[config.mk]
export PLATFORM = sky130hd
export DESIGN_NAME = serdes_rx_aligner
export DESIGN_NICKNAME = d
export VERILOG_FILES = /design/src/rtl/serdes_rx_aligner.sv
export SDC_FILE = /design/constraint.sdc
export NUM_CORES = 1
export LEC_CHECK = 0
export BUFFER_PORTS_ARGS = -buffer_cell sky130_fd_sc_hd__buf_2
export CORE_MARGIN = 2
export CORE_UTILIZATION = 35
export CTS_BUF_LIST = sky130_fd_sc_hd__clkbuf_16
export DETAILED_ROUTE_END_ITERATION = 16
export HOLD_SLACK_MARGIN = 0.1
export PLACE_DENSITY = 0.58
export SYNTH_ARGS = -nofsm -noshare
export SYNTH_HDL_FRONTEND = slang
export SYNTH_SLANG_ARGS = --single-unit
[constraint.sdc]
create_clock -name CLKDIV -period 1.8 [get_ports CLKDIV]
set_input_delay 0.36 -clock CLKDIV [delete_from_list [all_inputs] [get_ports CLKDIV]]
set_output_delay 0.36 -clock CLKDIV [all_outputs]
set_load 0.02 [all_outputs]
[src/rtl/serdes_rx_aligner.sv]
// serdes_rx_aligner: pulses ISERDES BITSLIP until the registered word matches
// the training pattern, then holds lock and counts mismatching words.
module serdes_rx_aligner #(
   parameter int              DATA_WIDTH    = 8,
   parameter logic [7:0]      TRAIN_PATTERN = 8'hB4,
   parameter int              SETTLE_CYCLES = 4,
   parameter int              MATCH_COUNT   = 16,
   parameter int              MAX_SLIPS     = 16
) (
   input  logic                  CLKDIV,
   input  logic                  RST,
   input  logic                  RESTART,
   input  logic [DATA_WIDTH-1:0] DATA_IN,
   output logic                  BITSLIP,
   output logic                  ALIGNED,
   output logic                  ALIGN_FAIL,
   output logic [4:0]            SLIP_CNT,
   output logic [15:0]           ERR_CNT
);
   localparam int SW = (SETTLE_CYCLES > 1) ? $clog2(SETTLE_CYCLES) : 1;
   localparam int MW = (MATCH_COUNT > 1) ? $clog2(MATCH_COUNT) : 1;
   localparam logic [DATA_WIDTH-1:0] PAT         = TRAIN_PATTERN[DATA_WIDTH-1:0];
   localparam logic [SW-1:0]         SETTLE_LAST = SW'(SETTLE_CYCLES - 1);
   localparam logic [MW-1:0]         MATCH_LAST  = MW'(MATCH_COUNT - 1);
   localparam logic [4:0]            SLIP_LIMIT  = 5'(MAX_SLIPS);
   typedef enum logic [2:0] {SETTLE, CHECK, SLIP, LOCKED, FAIL} state_t;
   state_t                state_q;
   logic [DATA_WIDTH-1:0] d_q;
   logic [SW-1:0]         settle_q;
   logic [MW-1:0]         match_q;
   logic                  bitslip_q, aligned_q, fail_q;
   logic [4:0]            slip_q;
   logic [15:0]           err_q;
   logic                  hit;
   assign hit        = d_q == PAT;
   assign BITSLIP    = bitslip_q;
   assign ALIGNED    = aligned_q;
   assign ALIGN_FAIL = fail_q;
   assign SLIP_CNT   = slip_q;
   assign ERR_CNT    = err_q;
   always_ff @(posedge CLKDIV) begin
      d_q <= DATA_IN;
      if (RST || RESTART) begin
         state_q   <= SETTLE;
         settle_q  <= '0;
         match_q   <= '0;
         bitslip_q <= 1'b0;
         aligned_q <= 1'b0;
         fail_q    <= 1'b0;
         slip_q    <= '0;
         err_q     <= '0;
      end else begin
         bitslip_q <= 1'b0;
         case (state_q)
            SETTLE: begin
               settle_q <= (settle_q == SETTLE_LAST) ? '0 : settle_q + 1'b1;
               match_q  <= '0;
               state_q  <= (settle_q == SETTLE_LAST) ? CHECK : SETTLE;
            end
            CHECK: begin
               match_q   <= (hit && match_q != MATCH_LAST) ? match_q + 1'b1 : '0;
               aligned_q <= hit && match_q == MATCH_LAST;
               fail_q    <= !hit && slip_q == SLIP_LIMIT;
               // A slip is issued on the same edge that leaves CHECK, so the pulse lasts exactly the SLIP cycle
               bitslip_q <= !hit && slip_q != SLIP_LIMIT;
               slip_q    <= (!hit && slip_q != SLIP_LIMIT) ? slip_q + 1'b1 : slip_q;
               state_q   <= hit ? ((match_q == MATCH_LAST) ? LOCKED : CHECK)
                                : ((slip_q == SLIP_LIMIT) ? FAIL : SLIP);
            end
            SLIP:    state_q <= SETTLE;
            LOCKED:  err_q   <= (!hit && err_q != 16'hFFFF) ? err_q + 1'b1 : err_q;
            FAIL:    state_q <= FAIL;
            default: state_q <= SETTLE;
         endcase
      end
   end
endmodule
==> results of run 1 <==
worst paths after layout:
| path | start | to | slack [ps] | cells after the start |
|---|---|---|---|---|
| setup / recovery | d_q[6] | ERR_CNT[12] | 120 | 5 |
| hold / removal | DATA_IN[3] | d_q[3] | 180 | 1 |
| setup reg to reg | d_q[6] | ERR_CNT[12] | 120 | 5 |
| hold reg to reg | ALIGNED | ALIGNED | 460 | 2 |
what timing repair did:
action                     CTS  global route
hold buffers                 0             0
setup buffers                0             1
hold endpoints to repair     0             0
gates resized for setup      0             4
setup endpoints to repair    0            10
logic make-up (layout without fill, tap and decap cells):
group / after synthesis / after routing / synth area share, %
AOI/OAI and AO/OA: 51 / 51 / 19.0
adders and majority gates: 5 / 5 / 3.33
xor gates and xnor gates: 1 / 1 / 0.466
buffers and inverters: 10 / 66 / 2.73
and+or+nand+nor: 86 / 86 / 27.6
DFF: 41 / 41 / 43.6
muxes: 6 / 6 / 3.19
metal layers:
metal / vias to the layer above / track usage (%) / share of wire, %
met2: 21 / 24.9 / 46
met5: - / 0 / 0
met1: 795 / 20.9 / 50
li1: 880 / - / -
met3: 4 / 3.53 / 2.9
met4: 0 / 5.36 / 1.2
worst reg2reg max path, cell delays in order (launching register included):
cell and delay (ps):
dfxtp_1 320, nor4b_2 620, a2111oi_2 160, buf_4 200, nand4_1 110, mux2i_1 200
power by group:
part           switching [mW]  internal (mW)  leakage, nW
sequential            0.00663          0.920        0.334
combinational          0.0291         0.0208        0.603
clock                   0.342          0.644       0.0826
total                   0.378           1.58         1.02
state kept, by name, summed over array words and instances, names as in the netlist:
register    flops
settle_q        2
SLIP_CNT        5
state_q         3
d_q             8
ALIGNED         1
BITSLIP         1
ALIGN_FAIL      1
ERR_CNT        16
match_q         4
per-stage QoR:
stage	setup slack (ps)	instances	instance area, um^2	hold slack (ps)	power, mW
6_report	119	326	2440	180	1.96
5_1_grt	5.46	326	2440	177	2.03
4_1_cts	11.4	325	2420	172	1.99
3_5_place_dp	17.5	317	2250	448	0.995
3_3_place_gp	54.3	317	2250	445	0.994
2_1_floorplan	91.7	200	1880	388	0.971
cells in the final DEF, fill, tap and decap left out, drive strengths merged, types with 2 or more instances in the layout:
cell    count
nand4      10
o31ai       6
nand3b      5
nand3       9
clkbuf      5
o211ai      3
nor3        3
mux2i       6
a211oi      2
or2         2
a31oi       5
buf        56
and3        3
ha          5
and4        2
or4         7
o21ai       7
a21oi      18
dfxtp      41
inv         3
nand2      15
nor2       12
nor4b       2
a41o        2
nor4        2
o211a       2
or3         6
final cells by class:
cell class / count / area (um^2) / area share (%)
Multi-Input combinational cell: 149 / 1030 / 42.0
Sequential cell: 41 / 823 / 33.7
Timing Repair Buffer: 56 / 335 / 13.7
Clock buffer: 5 / 125 / 5.12
Tap cell: 70 / 87.6 / 3.58
Clock inverter: 3 / 37.5 / 1.54
Inverter: 2 / 7.51 / 0.307
==> flow_summary_export.csv, run 1 <==
group,metric,value,unit
sta,fmax,595,MHz
synth,synth-async-reset-ratio,0,%
clock_network,htreeDepth,2,
die,die_area,5980,um^2
die,die_h,77.3,um
sta,fin_crit_sh,93.4,%
synth,synth_common_cells,"dfxtp_1, a21oi_1, nand2_1",
clock_network,worstSkewPairLatency,280,ps
worst_setup_path,end_kind,"flop",
cells_and_area,syn_to_final_growth,29.9,%
power_and_ir_drop,ir_drop,416,uV
synth,syn_nets,216,
placed_design,place_hpwl,3180,um
routing,wirelength,4330,um
global_routing,antenna_found_initial,0,
power_and_ir_drop,p_leak,1.02,nW
synth,ys_seq_elements,41,
worst_setup_path,arrival,1880,ps
routing,vias_per_cell,5.21,
sta,rsz0062_at_grt,"no",
sta,finalHoldViolCount,0,
sta,setup_viol_count_final,0,
min_path,hp-class,"input port to flop",
worst_setup_path,worstSetupPathType,"flop to flop",
sta,worstMarginPinSlew,650,ps
die,core_area,5140,um^2
placed_design,portBuffers,34,
synth,synth_top_area_share,43.6,%
global_routing,grt_pass1_wl,7580,um
worst_setup_path,cp_max_fo,6,
run,maxCapViolations,0,
synth,avgSynthCellArea,9.40,um^2
cells_and_area,fill_cells,512,
clock_network,clock-sinks,41,
worst_setup_path,cp_num_buf_inv,1,
global_routing,grt_max_degree,27,
die,start_util,36.6,%
cells_and_area,layout-drive-gt1-share,30.1,%
power_and_ir_drop,power_density,803,nW/um^2
die,ioPinCount,35,
placed_design,place.gp.congestion,0.741,
routing,vias,1700,
synth,syn_inst,200,
routing,wl_per_cell,13.3,um
worst_setup_path,path_delay_family,"simple AND/OR/NAND/NOR gates",
worst_setup_path,critPathSlowestCell,"nor4b_2",
routing,drtIter0Drc,61,
synth,yosysSeqAreaShare,43.6,%
global_routing,grtUsageTotal,15.6,%
worst_setup_path,cp_cell_sequence,"nor4b_2, a2111oi_2, buf_4, nand4_1, mux2i_1",
cells_and_area,insertedDiodeCount,0,
synth,synth.most_common_cell,"dfxtp_1",
sta,min_period,1680,ps
global_routing,grt_pass1_vias,1580,
synth,synth.area.top_cells,"dfxtp_1, a21oi_1, ha_1",
cells_and_area,final_net_count,271,
routing,drcViolationCount,0,
sta,final.setup.tns,0,ps
clock_network,root_buffer,"clkbuf_16",
run_status,outcome,"completed",
die,core.rowCount,26,
synth,synth_top_flop_cell,"dfxtp_1",
routing,dr.pass1.iters,4,
clock_network,ctsLongestPathBuffers,2,
clock_network,clk_pin_slew_worst_paths,60,ps
clock_network,cts_buffers,5,
worst_setup_path,critPathRequiredTime,2000,ps
worst_setup_path,slowest_delay,620,ps
sta,skew,4.95,ps
sta,finalMaxSlewViolations,0,
synth,synthesis.area,1880,um^2
die,die_x,77.3,um
global_routing,grt-ovfl-total,0,
cells_and_area,fin_util,47.5,%
synth,synth.distinct_cells,49,
clock_network,cts_tree,"built",
synth,ys.warnings.count,0,
sta,relSlewSlack,56.5,%
routing,postRouteAntennaNets,0,
synth,synth_top_cell_by_area,"dfxtp_1",
synth,synth_edf_count,0,
worst_setup_path,worstSetupStartpointType,"flop",
Note: power is estimated with default switching activity, not from simulation.
==> run 2, diff against run 1 <==
--- a/config.mk
+++ b/config.mk
@@ -12,6 +12,8 @@
 export DETAILED_ROUTE_END_ITERATION = 16
 export HOLD_SLACK_MARGIN = 0.1
 export PLACE_DENSITY = 0.58
+export RECOVER_POWER = 50
+export SKIP_LAST_GASP = 1
 export SYNTH_ARGS = -nofsm -noshare
 export SYNTH_HDL_FRONTEND = slang
 export SYNTH_SLANG_ARGS = --single-unit
==> flow_summary_export.csv, run 2 (synthesis results as in run 1) <==
group,metric,value,unit
die,ioPinCount,35,
routing,drcViolationCount,0,
placed_design,portBuffers,34,
die,core_area,5140,um^2
cells_and_area,final_common_cell,"dfxtp_1",
power_and_ir_drop,p_leak,0.932,nW
cells_and_area,layout-drive-gt1-share,21.9,%
clock_network,clock-sinks,41,
cells_and_area,syn_to_final_growth,28.4,%
global_routing,grt-ovfl-total,0,
run_status,outcome,"completed",
die,start_util,36.6,%
global_routing,grtUsageTotal,15.6,%
worst_setup_path,r2r_end,"ERR_CNT[2]",
cells_and_area,final_cell_area,2410,um^2
clock_network,root_buffer,"clkbuf_16",
cells_and_area,fin_util,47.0,%
clock_network,worstSkewPairLatency,280,ps
worst_setup_path,end_kind,"flop",
routing,postRouteAntennaNets,0,
worst_setup_path,timing.rr.start,"ERR_CNT[0]",
power_and_ir_drop,ir_drop,416,uV
cells_and_area,seqCellArea,823,um^2
clock_network,cts_buffers,5,
global_routing,grt_pass1_vias,1580,
die,die_h,77.3,um
cells_and_area,largest_reg_flops,16,
clock_network,cts_hold_buf,0,
power_and_ir_drop,power_density,812,nW/um^2
routing,dr.pass1.iters,4,
min_path,holdPathEnd,"d_q[3]",
global_routing,antenna_found_initial,0,
die,core.rowCount,26,
die,die_x,77.3,um
sta,worstMarginPinSlew,640,ps
sta,min_period,1710,ps
worst_setup_path,critPathRequiredTime,1970,ps
sta,finalMaxSlewViolations,0,
worst_setup_path,worstSetupPathType,"flop to flop",
die,die_area,5980,um^2
placed_design,placed_area,2250,um^2
cells_and_area,fill_cells,524,
run,maxCapViolations,0,
power_and_ir_drop,total_power,1.96,mW
routing,vias,1710,
placed_design,place.gp.congestion,0.741,
sta,skew,4.86,ps
global_routing,grt_max_degree,27,
worst_setup_path,worstSetupStartpointType,"flop",
min_path,hp-class,"input port to flop",
sta,rsz0062_at_grt,"yes",
worst_setup_path,rr_worst_depth,4,
sta,relSlewSlack,57.3,%
worst_setup_path,ff2ff_setup_slack,90,ps
clock_network,clk_pin_slew_worst_paths,60,ps
clock_network,ctsLongestPathBuffers,2,
sta,finalHoldViolCount,0,
cells_and_area,multi_input_area,1020,um^2
routing,wl_per_cell,13.3,um
cells_and_area,insertedDiodeCount,0,
global_routing,grt_pass1_wl,7580,um
sta,fin_crit_sh,95.0,%
cells_and_area,final_net_count,271,
worst_setup_path,cp_max_fo,6,
placed_design,place_hpwl,3180,um
cells_and_area,layout_common_cells,"dfxtp_1, buf_4, clkbuf_1, a21oi_1",
worst_setup_path,arrival,1880,ps
routing,drtIter0Drc,51,
sta,final.setup.tns,0,ps
min_path,hold_depth,1,
routing,vias_per_cell,5.25,
clock_network,htreeDepth,2,
clock_network,cts_tree,"built",
routing,wirelength,4330,um
min_path,hold_start,"DATA_IN[3]",
sta,setup_viol_count_final,0,
sta,fmax,585,MHz
-- run 2: how the worst max path moves through the flow --
stage	endpoint	startpoint	slack, ps
2_1_floorplan	ERR_CNT[2]	ERR_CNT[0]	90
3_3_place_gp	ERR_CNT[13]	d_q[6]	50
3_5_place_dp	ERR_CNT[11]	d_q[6]	20
4_1_cts	ERR_CNT[7]	d_q[6]	10
5_1_grt	ERR_CNT[9]	ERR_CNT[0]	-30
6_report	ERR_CNT[2]	ERR_CNT[0]	90
-- run 2: what timing repair did --
item	CTS	global route
buffers inserted	0	1
gates resized for setup	0	3
setup endpoints to repair	0	10
-- run 2: power breakdown --
group | switching, mW | internal [mW] | total (mW) | leakage, nW
logic | 0.0292 | 0.0208 | 0.0500 | 0.515
registers | 0.00668 | 0.920 | 0.926 | 0.334
clock network | 0.341 | 0.644 | 0.984 | 0.0826
total | 0.377 | 1.58 | 1.96 | 0.932
-- run 2: worst max-delay path, cell delays in order, from the launching register on --
cell,delay [ps]
dfxtp_2,360
ha_1,170
nand3_1,180
or4_1,630
a41o_1,270
-- run 2: metrics by stage --
stage / hold WS (ps) / setup WS, ps / instances
after floorplan: 388 / 91.7 / 200
after global placement: 445 / 54.3 / 317
after detailed placement: 448 / 17.5 / 317
after CTS: 172 / 11.4 / 325
after global routing: 177 / -26.1 / 326
final: 180 / 90.6 / 326
-- run 2: per-layer routing --
metal / GRT usage (%) / vias up / wire [um]
li1: - / 880 / -
met1: 20.9 / 793 / 2130
met5: 0 / - / 0
met2: 24.9 / 31 / 1950
met3: 3.53 / 6 / 191
met4: 5.36 / 0 / 63
-- run 2: area by class of cell --
cell class | count | share of cell area (%)
multi-input cells | 149 | 42.3
flip-flops and latches | 41 | 34.1
repair buffers | 56 | 12.9
clock buffers | 5 | 5.18
well taps | 70 | 3.63
clock inverters | 3 | 1.55
inverters | 2 | 0.311
==> run 3, diff against run 2 <==
==> constraint.sdc (replaced) <==
create_clock -name CLKDIV -period 1.8 [get_ports CLKDIV]
set_input_delay 0.09 -clock CLKDIV [delete_from_list [all_inputs] [get_ports CLKDIV]]
set_output_delay 0.09 -clock CLKDIV [all_outputs]
set_load 0.02 [all_outputs]
==> flow_summary_export.csv, run 3 (synthesis results as in run 1) <==
group,metric,value,unit
worst_setup_path,cp_max_fo,13,
clock_network,cts_tree,"built",
cells_and_area,final_cell_area,2460,um^2
global_routing,grt_pass1_wl,7350,um
sta,min_period,1710,ps
worst_setup_path,timing.rr.start,"ERR_CNT[0]",
worst_setup_path,end_kind,"flop",
routing,drcViolationCount,0,
placed_design,place_hpwl,3140,um
worst_setup_path,critPathRequiredTime,2010,ps
clock_network,clock-sinks,41,
die,core.rowCount,26,
die,ioPinCount,35,
cells_and_area,final_common_cell,"dfxtp_1",
placed_design,place_ws,39.6,ps
clock_network,ctsLongestPathBuffers,2,
clock_network,htreeDepth,2,
sta,worstMarginPinSlew,582,ps
global_routing,grt_max_degree,27,
placed_design,placed_area,2230,um^2
die,die_h,77.3,um
sta,skew,6.33,ps
routing,dr.pass1.iters,4,
sta,fmax,586,MHz
clock_network,clk_pin_slew_worst_paths,60,ps
cells_and_area,layout_common_cells,"dfxtp_1, clkbuf_1, a21oi_1, buf_4, nand2_1",
power_and_ir_drop,ir_drop,402,uV
sta,rsz0062_at_grt,"yes",
cells_and_area,insertedDiodeCount,0,
worst_setup_path,ff2ff_setup_slack,90,ps
cells_and_area,fill_cells,530,
die,start_util,36.6,%
routing,vias_per_cell,5.26,
die,die_x,77.3,um
sta,setup_viol_count_final,0,
sta,fin_crit_sh,94.8,%
routing,wirelength,4330,um
min_path,hp-class,"input port to flop",
sta,finalMaxSlewViolations,0,
worst_setup_path,rr_worst_depth,6,
cells_and_area,syn_to_final_growth,31.0,%
worst_setup_path,crit_path_end,"ERR_CNT[9]",
run,maxCapViolations,0,
global_routing,grtUsageTotal,15.5,%
sta,finalHoldViolCount,0,
clock_network,root_buffer,"clkbuf_16",
sta,relSlewSlack,61.1,%
routing,postRouteAntennaNets,0,
power_and_ir_drop,total_power,1.97,mW
placed_design,place.gp.congestion,0.742,
power_and_ir_drop,power_density,798,nW/um^2
cells_and_area,layout-drive-gt1-share,20.5,%
cells_and_area,final_net_count,275,
routing,drtIter0Drc,49,
worst_setup_path,r2r_end,"ERR_CNT[9]",
cells_and_area,largest_reg_flops,16,
clock_network,postCtsSetupBuffers,0,
power_and_ir_drop,p_leak,0.930,nW
routing,vias,1730,
global_routing,antenna_found_initial,0,
die,core_area,5140,um^2
worst_setup_path,worstSetupStartpointType,"flop",
global_routing,grt_pass1_vias,1603,
clock_network,cts_buffers,5,
sta,fin_hold_ws,151,ps
worst_setup_path,arrival,1910,ps
global_routing,grt-ovfl-total,0,
worst_setup_path,worstSetupPathType,"flop to flop",
clock_network,worstSkewPairLatency,280,ps
placed_design,portBuffers,34,
routing,wl_per_cell,13.2,um
die,die_area,5980,um^2
run_status,outcome,"completed",
sta,setup_slack,94.4,ps
worst_setup_path,cp-startpoint,"ERR_CNT[0]",
[run 3: changes by cell type in the layout (fill, tap and decap cells not counted), sizes merged]
| cell | change |
|---|---|
| inv | -1 |
| buf | -8 |
| clkbuf | +4 |
| dlygate4sd3 | +8 |
[run 3: worst max-delay path, stage by stage (launching register included)]
cell and delay (ps):
dfxtp_2 340, ha_1 210, nand3_1 200, nor4_1 80, buf_4 180, or4_1 500, a21oi_1 140
[run 3: cell type report]
class / count / area [um^2] / area share (%)
clock buffers: 5 / 125 / 5.08
clock inverters: 2 / 35.0 / 1.42
multi-input cells: 149 / 1030 / 41.6
flip-flops and latches: 41 / 826 / 33.5
well taps: 70 / 87.6 / 3.56
inverters: 2 / 7.51 / 0.305
repair buffers: 60 / 357 / 14.5
[run 3: metrics by stage]
step	setup TNS (ps)	utilization (%)	std cells
6_report	0	47.9	329
5_1_grt	-2.89	47.9	329
4_1_cts	0	48.1	329
3_5_place_dp	0	43.4	314
3_3_place_gp	0	43.4	314
2_1_floorplan	0	-	200
[run 3: worst min-delay path by stage]
stage	from	to	slack [ps]	depth (start not counted)
finish	RST	SLIP_CNT[4]	150	3
CTS	RST	SLIP_CNT[4]	140	3
floorplan	DATA_IN[0]	d_q[0]	120	0
global route	RST	SLIP_CNT[4]	180	3
detailed placement	DATA_IN[3]	d_q[3]	190	1
global placement	DATA_IN[7]	d_q[7]	190	1
[run 3: routing by layer]
layer / vias to the layer above / part of all wire, % / wire length (um) / global-route usage, %
li1: 894 / - / - / -
met1: 795 / 48 / 2100 / 19.4
met2: 35 / 45 / 1970 / 24.3
met3: 6 / 4.0 / 171 / 4.12
met4: 0 / 2.1 / 93 / 8.21
met5: - / 0 / 0 / 0
[run 3: power breakdown]
part	switching (mW)	total (mW)	internal (mW)
Combinational	0.0306	0.0612	0.0306
Sequential	0.00735	0.927	0.920
Clock	0.336	0.979	0.643
[run 3: timing repair]
item	4_1_cts	5_1_grt
hold endpoints to repair	8	0
resized for setup	0	6
setup endpoints to repair	0	13
hold buffers	8	0
